`src/rtl/cpu_eu_pkg.sv`:
```
// Shared definitions for the execution-unit memory transfer sequencer.
// Provides the state encoding (as raw localparams and as a typed enum built
// from them) and the default wait-timeout length.
package cpu_eu_pkg;

  localparam logic [2:0] IDLE  = 3'd0;
  localparam logic [2:0] ADDR  = 3'd1;
  localparam logic [2:0] BEAT0 = 3'd2;
  localparam logic [2:0] INC   = 3'd3;
  localparam logic [2:0] BEAT1 = 3'd4;
  localparam logic [2:0] DONE  = 3'd5;

  localparam int unsigned TIMEOUT_CYCLES_DEF = 15;

  typedef enum logic [2:0] {
    StIdle  = IDLE,
    StAddr  = ADDR,
    StBeat0 = BEAT0,
    StInc   = INC,
    StBeat1 = BEAT1,
    StDone  = DONE
  } state_e;

endpackage

```
`src/rtl/mem_wait_timer.sv`:
```
// Wait-state timer for one memory beat.
// Ports:
//   Clk, Reset : clock and asynchronous active-high reset
//   clr        : restart the count (asserted the cycle before a beat begins)
//   en         : the sequencer is in a beat state
//   rdy        : memory beat acknowledge
//   expired    : this cycle is the TIMEOUT_CYCLES-th consecutive wait cycle
module mem_wait_timer #(
  parameter int unsigned TIMEOUT_CYCLES = 15,
  parameter int unsigned TMR_W          = 4
) (
  input  logic Clk,
  input  logic Reset,
  input  logic clr,
  input  logic en,
  input  logic rdy,
  output logic expired
);

  logic [TMR_W-1:0] cnt_q, cnt_d;

  // cnt_q counts wait cycles already seen, so the limit is hit on the
  // cycle where TIMEOUT_CYCLES-1 waits have elapsed and rdy is still low.
  assign expired = en && !rdy && (cnt_q == TMR_W'(TIMEOUT_CYCLES - 1));

  always_comb begin
    cnt_d = cnt_q;
    if (clr) begin
      cnt_d = '0;
    end else if (en && !rdy && !expired) begin
      cnt_d = cnt_q + 1'b1;
    end
  end

  always_ff @(posedge Clk or posedge Reset) begin
    if (Reset) begin
      cnt_q <= '0;
    end else begin
      cnt_q <= cnt_d;
    end
  end

endmodule

```
`src/rtl/mem_xfer_seq.sv`:
```
// Data-memory transfer sequencer: turns one load/store request into one
// (single) or two (double, low word first) 32-bit bus beats, driving MAR,
// read/write buffer controls and the data-memory strobes.
// Optional feature macro: MEM_WAIT_TIMEOUT_EN (abort a beat after
// TIMEOUT_CYCLES wait cycles and flag err; otherwise waits forever).
// Ports:
//   Clk, Reset          : clock, asynchronous active-high reset
//   req, we, dbl        : request, store/load, 64/32-bit (latched in IDLE)
//   mem_rdy             : memory beat acknowledge
//   busy, done, err     : status; done is a one-cycle pulse, err valid with it
//   MAR_ld, MAR_inc     : MAR load / increment
//   RdBuf0_ld/RdBuf1_ld : capture low / high read word
//   WrBuf0_oe/WrBuf1_oe : drive low / high write word
//   dM_cs, dM_rd, dM_wr : data-memory strobes
module mem_xfer_seq
  import cpu_eu_pkg::*;
#(
  parameter int unsigned TIMEOUT_CYCLES = TIMEOUT_CYCLES_DEF,
  parameter int unsigned TMR_W          = 4
) (
  input  logic Clk,
  input  logic Reset,
  input  logic req,
  input  logic we,
  input  logic dbl,
  input  logic mem_rdy,
  output logic busy,
  output logic done,
  output logic err,
  output logic MAR_ld,
  output logic MAR_inc,
  output logic RdBuf0_ld,
  output logic RdBuf1_ld,
  output logic WrBuf0_oe,
  output logic WrBuf1_oe,
  output logic dM_cs,
  output logic dM_rd,
  output logic dM_wr
);

  if (2 ** TMR_W <= TIMEOUT_CYCLES) begin : g_bad_cfg
    $error("TMR_W is too narrow to count to TIMEOUT_CYCLES");
  end

  state_e state_q, state_d;
  logic   we_q, we_d;
  logic   dbl_q, dbl_d;
  logic   tmr_expired;

`ifdef MEM_WAIT_TIMEOUT_EN
  logic err_q, err_d;
  logic tmr_clr, tmr_en;

  // Clear the timer the cycle before each beat so every beat starts at zero.
  assign tmr_clr = (state_q == StAddr) || (state_q == StInc);
  assign tmr_en  = (state_q == StBeat0) || (state_q == StBeat1);
  assign err     = err_q;

  mem_wait_timer #(
    .TIMEOUT_CYCLES (TIMEOUT_CYCLES),
    .TMR_W          (TMR_W)
  ) u_mem_wait_timer (
    .Clk     (Clk),
    .Reset   (Reset),
    .clr     (tmr_clr),
    .en      (tmr_en),
    .rdy     (mem_rdy),
    .expired (tmr_expired)
  );

  always_comb begin
    err_d = err_q;
    if (state_q == StIdle && req) begin
      err_d = 1'b0;
    end else if (tmr_expired) begin
      err_d = 1'b1;
    end
  end

  always_ff @(posedge Clk or posedge Reset) begin
    if (Reset) begin
      err_q <= 1'b0;
    end else begin
      err_q <= err_d;
    end
  end
`else
  assign tmr_expired = 1'b0;
  assign err         = 1'b0;
`endif

  always_comb begin
    state_d   = state_q;
    we_d      = we_q;
    dbl_d     = dbl_q;
    busy      = 1'b1;
    done      = 1'b0;
    MAR_ld    = 1'b0;
    MAR_inc   = 1'b0;
    RdBuf0_ld = 1'b0;
    RdBuf1_ld = 1'b0;
    WrBuf0_oe = 1'b0;
    WrBuf1_oe = 1'b0;
    dM_cs     = 1'b0;
    dM_rd     = 1'b0;
    dM_wr     = 1'b0;

    unique case (state_q)
      StIdle: begin
        busy = 1'b0;
        if (req) begin
          we_d    = we;
          dbl_d   = dbl;
          state_d = StAddr;
        end
      end
      StAddr: begin
        MAR_ld  = 1'b1;
        state_d = StBeat0;
      end
      StBeat0: begin
        dM_cs     = 1'b1;
        dM_rd     = !we_q;
        dM_wr     = we_q;
        WrBuf0_oe = we_q;
        if (mem_rdy) begin
          RdBuf0_ld = !we_q;
          state_d   = dbl_q ? StInc : StDone;
        end else if (tmr_expired) begin
          // Abort skips any remaining beat.
          state_d = StDone;
        end
      end
      StInc: begin
        MAR_inc = 1'b1;
        state_d = StBeat1;
      end
      StBeat1: begin
        dM_cs     = 1'b1;
        dM_rd     = !we_q;
        dM_wr     = we_q;
        WrBuf1_oe = we_q;
        if (mem_rdy) begin
          RdBuf1_ld = !we_q;
          state_d   = StDone;
        end else if (tmr_expired) begin
          state_d = StDone;
        end
      end
      StDone: begin
        done    = 1'b1;
        state_d = StIdle;
      end
      default: begin
        busy    = 1'b0;
        state_d = StIdle;
      end
    endcase
  end

  always_ff @(posedge Clk or posedge Reset) begin
    if (Reset) begin
      state_q <= StIdle;
      we_q    <= 1'b0;
      dbl_q   <= 1'b0;
    end else begin
      state_q <= state_d;
      we_q    <= we_d;
      dbl_q   <= dbl_d;
    end
  end

endmodule
```
`config.mk`:
```
export PLATFORM = sky130hd
export DESIGN_NAME = mem_xfer_seq
export DESIGN_NICKNAME = d
export VERILOG_FILES = /design/src/rtl/cpu_eu_pkg.sv /design/src/rtl/mem_wait_timer.sv /design/src/rtl/mem_xfer_seq.sv
export SDC_FILE = /design/constraint.sdc
export NUM_CORES = 1
export LEC_CHECK = 0
export CAP_MARGIN = 10
export CORE_AREA = 5 5 42 44
export DETAILED_ROUTE_END_ITERATION = 12
export DIE_AREA = 0 0 47 49
export PLACE_DENSITY_LB_ADDON = 0.15
export REMOVE_ABC_BUFFERS = 1
export SYNTH_ARGS = -nofsm -noshare
export SYNTH_HDL_FRONTEND = slang
export SYNTH_SLANG_ARGS = --single-unit
```
`constraint.sdc`:
```
create_clock -name Clk -period 1.55 [get_ports Clk]
set_input_delay 0.465 -clock Clk [delete_from_list [all_inputs] [get_ports Clk]]
set_output_delay 0.465 -clock Clk [all_outputs]
set_load 0.01 [all_outputs]
```
==> results of run 1 <==
-- critical path, stage by stage (launching register included) --
cell and delay [ns]:
dfrtp_1 0.39, nand2b_1 0.17, and2_4 0.17, nor3_2 0.09
buf_2 0.15
-- routing by layer --
layer / track usage / share of wire / vias to the layer above
li1: - / - / 204
met1: 0.103 / 0.41 / 170
met2: 0.140 / 0.51 / 10
met3: 0.0111 / 0.071 / 0
met4: 0.0691 / 0 / 0
met5: 0 / 0 / -
-- timing repair --
item / in CTS / in global routing
gates resized for setup: 58 / 9
setup buffers: 5 / 4
endpoints found under the hold margin: 0 / 0
pin swaps: 3 / 8
endpoints found under the setup margin: 11 / 11
-- power groups by stage --
stage,combinational [W],clock (W),sequential (W)
final,0.000925,0.000146,0.000259
after global routing,0.00101,0.000164,0.000267
after CTS,0.000818,0.000157,0.000242
after detailed placement,0.000702,0,0.000265
after global placement,0.000700,0,0.000269
after floorplan,0.000315,0,0.000275
-- cell usage in the layout (no fill, tap or decap), types with 3 or more instances in the layout --
cell              n
nor2_1            6
buf_2             9
a21oi_1           3
buf_6             6
nand2b_4          3
clkdlybuf4s50_1   4
clkbuf_4          3
buf_4            13
dfrtp_1           4
-- cell families (layout without fill, tap and decap cells) --
kind of cell / Yosys count / count (layout) / synth area share
compound gates: 6 / 6 / 0.101
mux: 2 / 2 / 0.0650
buf+inv: 6 / 40 / 0.0830
flops: 5 / 5 / 0.361
simple gates: 22 / 22 / 0.379
other cells: 1 / 1 / 0.0108
-- state kept, by name, summed over array words and instances, names as in the netlist --
name / cells
we_q: 1
dbl_q: 1
state_q: 3
-- per-stage QoR --
| step | worst slack, ns | instance area [µm²] | total power, W | TNS (ns) |
|---|---|---|---|---|
| 2_1_floorplan | 0.0698 | 329 | 0.000590 | 0 |
| 3_3_place_gp | -0.549 | 577 | 0.000969 | -3.73 |
| 3_5_place_dp | -0.551 | 577 | 0.000967 | -3.67 |
| 4_1_cts | -0.121 | 637 | 0.00122 | -0.939 |
| 5_1_grt | -0.185 | 691 | 0.00144 | -1.55 |
| 6_report | -0.106 | 691 | 0.00133 | -0.684 |
-- area by class of cell --
class                           count  area (µm²)
Fill cell                         141         711
Timing Repair Buffer               33         259
Multi-Input combinational cell     31         245
Sequential cell                     5         126
Clock buffer                        4        26.3
Tap cell                           16        20.0
Inverter                            3        13.8
-- worst paths after layout --
kind	end	from	slack [ns]	cells after the start
worst max-delay path	dM_rd	state_q[2]$_DFFE_PP0P_	-0.11	4
worst min-delay path	state_q[1]$_DFFE_PP0P_	Reset	0.42	2
worst max register to register	we_q$_DFFE_PP0P_	state_q[0]$_DFFE_PP0P_	-0.03	5
worst min register to register	dbl_q$_DFFE_PP0P_	dbl_q$_DFFE_PP0P_	0.52	2
max in group asynchronous	state_q[0]$_DFFE_PP0P_	Reset	0.96	2
min in group Clk	dbl_q$_DFFE_PP0P_	dbl_q$_DFFE_PP0P_	0.52	2
==> impl_metrics.py, run 1 <==
metrics = {
    "outcome": {
        "outcome": "finished with violations",
        "violations": "negative setup slack",
    },
    "synthesis": {
        "synth_most_common_cell": "nor2_1",
        "yosys-top-cells-count": "nor2_1, dfrtp_1, nand2b_1",
        "yosysWarnings": 0,
        "synth_flop_cell": "dfrtp_1",
        "ys_seq_elements": 5,
        "yosysTopAreaCell": "dfrtp_1",
        "synthTopCellsByArea": "dfrtp_1, nor2_1, nand2b_1, nor4b_4, a21oi_1",
        "ys_types": 20,
        "async_reset_ff_frac": 1.00,
        "synth-seq-area-share": 0.361,
        "postSynthAreaPerCell_um2": 8.25,
        "synth_area_um2": 347,
        "synth_top_area_frac": 0.361,
        "postSynthCellCount": 42,
        "synth-edff-count": 0,
    },
    "die": {
        "die-area_mm2": 0.00230,
        "dieHeight_um": 49,
        "initial_core_util": 0.247,
        "die_w_um": 47,
        "std_cell_rows": 14,
        "core_mm2": 0.00140,
        "pin_count": 18,
    },
    "worst_setup_path": {
        "cp.arrival_ns": 1.19,
        "cp.required_ns": 1.08,
        "crit_fanout": 3,
        "critPathKind": "reg2out",
        "start_kind": "flop",
        "critPathCaptureType": "primary output",
    },
    "worst_hold_path": {
        "hp-class": "in2async",
    },
    "cts": {
        "cts_buffers": 3,
        "clock_latency_ns": 0.24,
        "htree_levels": 1,
        "clockBufferDepth": 2,
        "hold_buffers": 0,
        "cts_tree": "built",
        "clock_sinks": 5,
        "clk_pin_slew_ns": 0.04,
        "root_buffer": "clkbuf_4",
    },
    "detailed_routing": {
        "drtIter0Drc": 2,
        "wl_per_cell_um": 10.2,
        "num_vias": 384,
        "drc_errors": 0,
        "vias_per_cell": 4.17,
        "postRouteAntennaNets": 0,
        "first_pass_iters": 2,
        "drt-total-wl_um": 935,
    },
    "power_and_ir_drop": {
        "net-switching-power_w": 0.000508,
        "seq_power_share": 0.195,
        "leakage_nw": 0.345,
        "p_clk_frac": 0.110,
        "switching_share": 0.382,
        "internal_power_w": 0.000822,
        "ir_drop_mv": 0.773,
        "comb_power_share": 0.695,
        "cellPowerDensity_mw_per_mm2": 1930,
    },
    "global_routing": {
        "antenna_found_initial": 0,
        "grt_max_degree": 8,
        "grt_use_total": 0.0892,
        "grt_first_pass_wirelength_mm": 1.47,
        "overflow": 0,
        "first_global_vias": 370,
    },
    "timing": {
        "clock_skew_ns": 0.00131,
        "finalSetupViolations": 12,
        "timing.hold.ws_ns": 0.415,
        "rsz0062_at_grt": "true",
        "period_share": 1.07,
        "fmax_mhz": 604,
        "hold_viol": 0,
        "slew_violations": 0,
        "fin_ws_ns": -0.106,
        "post-route-min-period_ns": 1.66,
    },
    "finish": {
        "drive_gt1_frac": 0.618,
        "fin_nets": 83,
        "instances_no_fill": 92,
        "syn_to_final_growth_pct": 99.3,
        "fin_util": 0.493,
        "diodes": 0,
    },
    "placement": {
        "gp_congestion": 0.666,
        "placedCellCount": 80,
        "dp_hpwl_um": 695,
        "port_buffers": 16,
    },
    "job": {
        "max_cap_viol_count": 0,
    },
}
No activity file was read; power rests on OpenSTA's default activity.
==> inputs of run 2 (changes only) <==
--- a/config.mk
+++ b/config.mk
@@ -5,6 +5,7 @@
 export SDC_FILE = /design/constraint.sdc
 export NUM_CORES = 1
 export LEC_CHECK = 0
+export ABC_AREA = 0
 export CAP_MARGIN = 10
 export CORE_AREA = 5 5 42 44
 export DETAILED_ROUTE_END_ITERATION = 12
==> results of run 2 <==
Final layout, timing and power as in run 1 (identical DEF).
==> inputs of run 3 (changes only) <==
--- a/config.mk
+++ b/config.mk
@@ -7,9 +7,10 @@
 export LEC_CHECK = 0
 export ABC_AREA = 0
 export CAP_MARGIN = 10
-export CORE_AREA = 5 5 42 44
+export CORE_AREA = 2 2 39 41
+export CTS_CLUSTER_DIAMETER = 100
 export DETAILED_ROUTE_END_ITERATION = 12
-export DIE_AREA = 0 0 47 49
+export DIE_AREA = 0 0 41 43
 export PLACE_DENSITY_LB_ADDON = 0.15
 export REMOVE_ABC_BUFFERS = 1
 export SYNTH_ARGS = -nofsm -noshare
==> impl_metrics.py, run 3 (synthesis gave the netlist of run 1 again) <==
metrics = {
    "outcome": {
        "violations": "negative setup slack",
        "outcome": "finished with violations",
    },
    "worst_setup_path": {
        "cp.required_ns": 1.08,
        "critPathKind": "reg2out",
        "rrSetupSlack_ns": 0.08,
        "crit_fanout": 4,
        "r2r-start": "state_q[0]$_DFFE_PP0P_",
        "r2r_end": "we_q$_DFFE_PP0P_",
        "critPathCaptureType": "primary output",
        "start_kind": "flop",
        "cp.arrival_ns": 1.21,
        "r2r_cells": 4,
    },
    "global_routing": {
        "grt_use_total": 0.132,
        "grt_first_pass_wirelength_mm": 1.57,
        "antenna_found_initial": 0,
        "first_global_vias": 395,
        "grt_max_degree": 6,
        "overflow": 0,
    },
    "timing": {
        "slew_violations": 0,
        "period_share": 1.08,
        "clock_skew_ns": 0.00222,
        "rsz0062_at_grt": "true",
        "fmax_mhz": 596,
        "hold_viol": 0,
        "finalSetupViolations": 11,
        "fin_ws_ns": -0.129,
        "post-route-min-period_ns": 1.68,
    },
    "finish": {
        "final_common_cell": "buf_4",
        "nFillCells": 138,
        "diodes": 0,
        "instances_no_fill": 95,
        "largest_register_ffs": 3,
        "final_cell_mix": "buf_4, buf_2, buf_6",
        "fin_nets": 86,
        "drive_gt1_frac": 0.671,
        "regMostFlops": "state_q",
        "reg.largest.list": "state_q: 3 flops, dbl_q: 1 flops, we_q: 1 flops",
        "syn_to_final_growth_pct": 109,
    },
    "cts": {
        "clk_pin_slew_ns": 0.04,
        "cts_tree": "built",
        "htree_levels": 1,
        "clockBufferDepth": 2,
        "clock_sinks": 5,
        "clock_latency_ns": 0.24,
        "root_buffer": "clkbuf_4",
        "cts_buffers": 3,
    },
    "power_and_ir_drop": {
        "cellPowerDensity_mw_per_mm2": 1960,
        "net-switching-power_w": 0.000552,
        "internal_power_w": 0.000865,
        "comb_power_share": 0.701,
        "ir_drop_mv": 0.951,
        "power_w": 0.00142,
        "p_clk_frac": 0.106,
        "leakage_nw": 0.363,
        "seq_power_share": 0.193,
        "switching_share": 0.389,
    },
    "detailed_routing": {
        "vias_per_cell": 4.45,
        "drt-total-wl_mm": 1.03,
        "drc_errors": 0,
        "postRouteAntennaNets": 0,
        "first_pass_iters": 4,
        "num_vias": 423,
        "wl_per_cell_um": 10.8,
        "drtIter0Drc": 2,
    },
    "worst_hold_path": {
        "hp-class": "in2async",
    },
    "die": {
        "dieHeight_um": 43,
        "pin_count": 18,
        "die_w_um": 41,
        "std_cell_rows": 14,
        "core_mm2": 0.00138,
        "initial_core_util": 0.250,
        "die-area_mm2": 0.00176,
    },
    "placement": {
        "port_buffers": 16,
        "placedCellCount": 80,
        "dp_hpwl_um": 643,
        "gp_congestion": 0.703,
    },
    "job": {
        "max_cap_viol_count": 0,
    },
}
[run 3: worst max-delay path by stage]
stage	startpoint	to	slack (ns)	depth (start not counted)
2_1_floorplan	state_q[1]$_DFFE_PP0P_	dM_wr	0.07	3
3_5_place_dp	mem_rdy	RdBuf1_ld	-0.56	4
3_3_place_gp	mem_rdy	RdBuf1_ld	-0.55	4
5_1_grt	state_q[1]$_DFFE_PP0P_	dM_rd	-0.17	4
4_1_cts	state_q[2]$_DFFE_PP0P_	dM_rd	-0.13	4
6_report	state_q[1]$_DFFE_PP0P_	dM_rd	-0.13	4
[run 3: critical path, stage by stage, from the launching register on]
cell and delay, ns:
dfrtp_2 0.44, nand2b_4 0.15, and2_4 0.15, nor3_2 0.09, buf_2 0.14
[run 3: routing by layer]
layer | share of wire | up-vias | wire [µm] | global-route usage
met5 | 0 | - | 0 | 0
met4 | 0.014 | 0 | 14 | 0.0800
met3 | 0.082 | 2 | 84 | 0.0314
met2 | 0.50 | 19 | 510 | 0.188
met1 | 0.41 | 194 | 418 | 0.174
li1 | - | 208 | - | -
[run 3: through the flow]
step	worst slack (ns)	TNS [ns]	instance area (µm²)	util	hold slack [ns]
2_1_floorplan	0.0698	0	329	-	0.244
3_3_place_gp	-0.547	-3.64	577	0.417	0.559
3_5_place_dp	-0.565	-3.70	577	0.417	0.552
4_1_cts	-0.126	-0.983	664	0.480	0.417
5_1_grt	-0.174	-1.62	724	0.524	0.443
6_report	-0.129	-1.06	724	0.524	0.410
[run 3: what timing repair did]
item / CTS / global route
buffers inserted: 9 / 2
hold buffers: 0 / 0
resized for setup: 57 / 11
setup endpoints to repair: 11 / 11
pin swaps: 4 / 5
[run 3: layout make-up]
type	instances	area, µm²	area share
Clock buffer	4	26.3	0.0363
Inverter	3	11.3	0.0155
Multi-Input combinational cell	31	258	0.356
Sequential cell	5	128	0.176
Tap cell	16	20.0	0.0276
Timing Repair Buffer	36	282	0.389
[run 3: power by group through the flow]
stage	combinational (W)	sequential, W	clock, W
global route	0.00107	0.000280	0.000172
floorplan	0.000315	0.000275	0
detailed placement	0.000695	0.000269	0
finish	0.000993	0.000274	0.000151
global placement	0.000697	0.000269	0
CTS	0.000877	0.000250	0.000154
